==> src/rtl/mod_exp_ctrl.sv <==
// Left-to-right square-and-multiply sequencer driving a Montgomery multiplier, one op per mmm_start/mmm_done.
// Each op costs one launch cycle plus the multiplier latency; waits on mmm_done indefinitely, start ignored while busy.
module mod_exp_ctrl #(
  parameter int EXP_WIDTH = 10
) (
  input  logic                 clk,
  input  logic                 rst_n,
  input  logic                 start,
  input  logic [EXP_WIDTH-1:0] exponent,
  output logic                 busy,
  output logic                 done,
  output logic                 mmm_start,
  input  logic                 mmm_done,
  output logic [1:0]           op_a_sel,
  output logic [1:0]           op_b_sel,
  output logic                 x_we,
  output logic                 b_we
);

  localparam int IDX_W = (EXP_WIDTH > 1) ? $clog2(EXP_WIDTH) : 1;

  localparam logic [1:0] A_X    = 2'b00;
  localparam logic [1:0] A_ONE  = 2'b10;
  localparam logic [1:0] B_X    = 2'b00;
  localparam logic [1:0] B_BP   = 2'b01;
  localparam logic [1:0] B_R2   = 2'b10;
  localparam logic [1:0] B_BASE = 2'b11;

  typedef enum logic [2:0] {
    IDLE,
    LOAD_B,
    INIT_X,
    SQUARE,
    MULT,
    CONVERT,
    DONE
  } state_t;

  state_t               state_q, state_d;
  logic [EXP_WIDTH-1:0] exp_q, exp_d;
  logic [IDX_W-1:0]     bit_idx_q, bit_idx_d;
  logic                 busy_q, busy_d;
  logic                 done_q, done_d;
  logic                 mmm_start_q, mmm_start_d;
  logic [1:0]           op_a_sel_q, op_a_sel_d;
  logic [1:0]           op_b_sel_q, op_b_sel_d;
  logic                 in_op;
  logic                 op_cmp;

  // The launch cycle never completes an op, so a stale mmm_done there is dropped.
  assign in_op  = state_q inside {LOAD_B, INIT_X, SQUARE, MULT, CONVERT};
  assign op_cmp = in_op && !mmm_start_q && mmm_done;

  assign b_we = op_cmp && (state_q == LOAD_B);
  assign x_we = op_cmp && (state_q != LOAD_B);

  always_comb begin
    state_d   = state_q;
    exp_d     = exp_q;
    bit_idx_d = bit_idx_q;
    case (state_q)
      IDLE: begin
        if (start) begin
          exp_d     = exponent;
          bit_idx_d = IDX_W'(EXP_WIDTH - 1);
          state_d   = LOAD_B;
        end
      end
      LOAD_B:  if (op_cmp) state_d = INIT_X;
      INIT_X:  if (op_cmp) state_d = SQUARE;
      SQUARE, MULT: begin
        if (op_cmp) begin
          if (state_q == SQUARE && exp_q[bit_idx_q]) begin
            state_d = MULT;
          end else if (bit_idx_q != '0) begin
            state_d   = SQUARE;
            bit_idx_d = bit_idx_q - 1'b1;
          end else begin
            state_d = CONVERT;
          end
        end
      end
      CONVERT: if (op_cmp) state_d = DONE;
      DONE:    state_d = IDLE;
      default: state_d = IDLE;
    endcase
  end

  // Outputs are decoded from the next state so they are valid from the first cycle of each state.
  always_comb begin
    busy_d      = (state_d != IDLE);
    done_d      = (state_d == DONE);
    mmm_start_d = (state_d inside {LOAD_B, INIT_X, SQUARE, MULT, CONVERT}) &&
                  (op_cmp || state_q == IDLE);
    op_a_sel_d  = A_X;
    op_b_sel_d  = B_X;
    case (state_d)
      LOAD_B: begin
        op_a_sel_d = A_ONE;
        op_b_sel_d = B_BASE;
      end
      INIT_X: begin
        op_a_sel_d = A_ONE;
        op_b_sel_d = B_R2;
      end
      MULT: begin
        op_a_sel_d = A_X;
        op_b_sel_d = B_BP;
      end
      CONVERT: begin
        op_a_sel_d = A_ONE;
        op_b_sel_d = B_X;
      end
      default: begin
        op_a_sel_d = A_X;
        op_b_sel_d = B_X;
      end
    endcase
  end

  always_ff @(posedge clk or negedge rst_n) begin
    if (!rst_n) begin
      state_q     <= IDLE;
      exp_q       <= '0;
      bit_idx_q   <= '0;
      busy_q      <= 1'b0;
      done_q      <= 1'b0;
      mmm_start_q <= 1'b0;
      op_a_sel_q  <= 2'b00;
      op_b_sel_q  <= 2'b00;
    end else begin
      state_q     <= state_d;
      exp_q       <= exp_d;
      bit_idx_q   <= bit_idx_d;
      busy_q      <= busy_d;
      done_q      <= done_d;
      mmm_start_q <= mmm_start_d;
      op_a_sel_q  <= op_a_sel_d;
      op_b_sel_q  <= op_b_sel_d;
    end
  end

  assign busy      = busy_q;
  assign done      = done_q;
  assign mmm_start = mmm_start_q;
  assign op_a_sel  = op_a_sel_q;
  assign op_b_sel  = op_b_sel_q;

endmodule

==> config.mk <==
export PLATFORM = sky130hd
export DESIGN_NAME = mod_exp_ctrl
export DESIGN_NICKNAME = d
export VERILOG_FILES = /design/src/rtl/mod_exp_ctrl.sv
export SDC_FILE = /design/constraint.sdc
export NUM_CORES = 1
export LEC_CHECK = 0
export CAP_MARGIN = 20
export CORE_ASPECT_RATIO = 0.5
export CORE_UTILIZATION = 46
export CTS_BUF_LIST = sky130_fd_sc_hd__clkbuf_8 sky130_fd_sc_hd__clkbuf_16
export CTS_CLUSTER_SIZE = 28
export DETAILED_ROUTE_END_ITERATION = 8
export PLACE_DENSITY = 0.84
export SETUP_SLACK_MARGIN = 0.3
export SYNTH_ARGS = -nofsm -noshare
export SYNTH_HDL_FRONTEND = slang
export SYNTH_SLANG_ARGS = --single-unit
==> constraint.sdc <==
create_clock -name clk -period 1.8 [get_ports clk]
set_input_delay 0.18 -clock clk [delete_from_list [all_inputs] [get_ports clk]]
set_output_delay 0.18 -clock clk [all_outputs]
set_load 0.01 [all_outputs]
==> impl_metrics.csv <==
group,metric,value,unit
run_status,status,"finished, violations left",
run_status,violations,"negative setup slack",
job,maxCapViolations,0,
cells_and_area,fillCellCount,148,
setup_path,required,1.99,ns
placement,dp_hpwl,1988,um
synthesis,syn-num-nets,122,
synthesis,synth-edff-count,0,
floorplanning,initial_core_util,0.5171,
clock_network,cts_tree,"yes",
clock_network,clock_latency,0.27,ns
timing,post-route-period-util,1.147,
synthesis,synth_top_area_share,0.4752,
setup_path,critPathTopFamily,"multiplexers",
global_routing,antenna_found_initial,0,
setup_path,crit_start,"bit_idx_q[0]",
detailed_routing,routed_wl,2887,um
placement,placed_area,1559,um2
setup_path,critical_path_buf_inv_count,1,
cells_and_area,drive_gt1_frac,0.4178,
timing,clock_skew,0.002258,ns
setup_path,crit_arrival,2.26,ns
floorplanning,dieHeight,38.29,um
cells_and_area,seqCellArea,580.6,um2
detailed_routing,drtIter0Drc,91,
detailed_routing,drt_first_pass_iters,4,
global_routing,grt_pass1_wl,4602,um
setup_path,crit_type,"reg -> reg",
synthesis,synthesis.area,1211,um2
clock_network,cts_max_level,1,
synthesis,yosys.area.top_type,"dfrtp_1",
timing,setup_ws,-0.2648,ns
cells_and_area,utilization,0.7302,
placement,io_buffers,21,
synthesis,yosysWarnings,0,
timing,hold_violations,0,
setup_path,end_kind,"flop",
global_routing,overflow,0,
placement,routabilityCongestion,0.8468,
setup_path,r2r_start,"bit_idx_q[0]",
synthesis,synth_cells,107,
synthesis,avgSynthCellArea,11.32,um2
global_routing,grt_pass1_vias,941,
clock_network,hold_buffers,0,
setup_path,crit_slowest_cell,"mux4_2",
floorplanning,core,2342,um2
setup_path,cp-start-kind,"flop",
synthesis,ys_types,35,
floorplanning,dieArea,2855,um2
floorplanning,rows,12,
global_routing,grtUsageTotal,0.2304,
cells_and_area,diodes,0,
synthesis,ys_ff_latch,23,
cells_and_area,final_cells,181,
detailed_routing,wl_per_cell,15.95,um
timing,drv_slew,0,
detailed_routing,viasPerCell,5.359,
placement,dp_slack,-0.2859,ns
synthesis,synth.most_common_cell,"dfrtp_1",
clock_network,clockBufferDepth,2,
cells_and_area,fin_nets,162,
hold_path,hold_class,"in -> async",
detailed_routing,drc,0,
timing,rsz0062_at_grt,"yes",
synthesis,synth_ff_type,"dfrtp_1",
floorplanning,die_w,74.57,um
cells_and_area,area_growth,41.22,%
clock_network,cts_made_buffers,3,
timing,fmax,0.4843,GHz
power,power_density,1854,nW/um2
synthesis,async_flop_share,1.000,
synthesis,synth_top_cells_by_area,"dfrtp_1 (48%), mux2_2 (10%), mux4_2 (3.7%), nor2_1 (3.1%), o2111ai_4 (2.2%)",
setup_path,path_max_fanout,6,
clock_network,clk_pin_slew,0.09,ns
setup_path,cpPeakStageDelay,0.56,ns
detailed_routing,ant_nets,0,
cells_and_area,multi_input_area,656.9,um2
clock_network,root_buffer,"clkbuf_8",
floorplanning,io_pins,23,
power,power.total,3.171,mW
clock_network,clkSinkCount,23,
power,peakVddDrop,0.7608,mV
timing,setup_tns,-1.942,ns
global_routing,grt_max_degree,24,
detailed_routing,via_count,970,
setup_path,crit_chain,"mux4_2 > mux2i_4 > o2111ai_4 > a211oi_4 > buf_6 > nor3_1 > a21oi_1",
synthesis,netlist_top_cells_count,"dfrtp_1 (23), mux2_2 (11), nor2_1 (10)",
synthesis,yosysSeqAreaShare,0.4752,
timing,finalCriticalPeriod,2.065,ns
timing,setup_viol_count_final,10,
timing,whs,0.2536,ns
power,p_leak,0.7169,nW
placement,dp_cells,173,
cells_and_area,postLayoutCellArea,1710,um2
## power breakdown
group | leakage, nW | internal, mW | switching, mW
logic | 0.425 | 0.980 | 0.813
registers | 0.270 | 0.769 | 0.266
clock network | 0.0217 | 0.157 | 0.186
## worst paths after layout
kind,endpoint,cells past startpoint,slack (ns)
setup / recovery,bit_idx_q[0],7,-0.26
setup reg to reg,bit_idx_q[0],7,-0.26
hold reg to reg,exp_q[7],1,0.52
max in group asynchronous,state_q[2],2,1.30
min in group clk,mmm_start,4,0.39
hold / removal,bit_idx_q[3],2,0.25
## cell families (layout without fill, tap and decap cells)
family / Yosys count / after routing / share of synthesized area
flip-flops: 23 / 23 / 0.4752
AO/OA/AOI/OAI: 19 / 19 / 0.1322
AND/OR/NAND/NOR: 36 / 36 / 0.1570
XOR/XNOR: 1 / 1 / 0.007233
multiplexers: 16 / 16 / 0.1746
other: 1 / 1 / 0.003096
buffers and inverters: 10 / 49 / 0.04028
adder cells (fa/ha/maj): 1 / 1 / 0.01033
## metal layers
| layer | global-route usage | vias up | part of all wire | routed length, um |
|---|---|---|---|---|
| met4 | 0.06604 | 0 | 0.024 | 69 |
| li1 | - | 457 | - | - |
| met5 | 0 | - | 0 | 0 |
| met2 | 0.3761 | 36 | 0.47 | 1349 |
| met1 | 0.3102 | 469 | 0.45 | 1311 |
| met3 | 0.05526 | 8 | 0.054 | 157 |
## final cells by class
cell class | instances | area share
sequential | 23 | 0.3394
timing repair buffer | 39 | 0.2092
clock buffer | 3 | 0.02414
multi-input combinational | 74 | 0.3841
tap | 35 | 0.02560
inverter | 6 | 0.01317
clock inverter | 1 | 0.004389
## flip-flops by register name, indices dropped and copies added, names as in the netlist
name	cells
mmm_start	1
exp_q	10
bit_idx_q	4
busy	1
op_a_sel	1
op_b_sel	2
done	1
state_q	3
## worst reg2reg max path: cells and delay by family (launching register included)
kind                   cells  cell delay, ns
flip-flops                 1            0.45
AO/OA/AOI/OAI              3            0.59
buffers and inverters      1            0.15
multiplexers               2            0.75
AND/OR/NAND/NOR            1            0.04
## placed cells by master (no fill, tap or decap), types with 2 or more instances in the layout
cell / instances
dfrtp_2: 4
nand2b_1: 2
inv_1: 4
nand2_1: 5
and2_1: 2
buf_6: 2
buf_2: 2
nand2b_4: 2
nor2_1: 9
a21oi_1: 4
nor3_1: 2
dfrtp_1: 19
clkbuf_8: 3
mux2i_1: 2
o21ai_0: 4
mux4_2: 2
clkdlybuf4s50_1: 18
buf_4: 15
nor3_2: 2
inv_2: 2
nand3_1: 3
a31oi_2: 2
mux2_2: 11
## timing repair
action                                  in CTS  in global routing
cloned                                       0                  0
resized for setup                           17                 14
endpoints found under the setup margin      23                 23
setup buffers                                3                  1
pin swaps                                    3                  3
No activity file was read; power rests on OpenSTA's default activity.
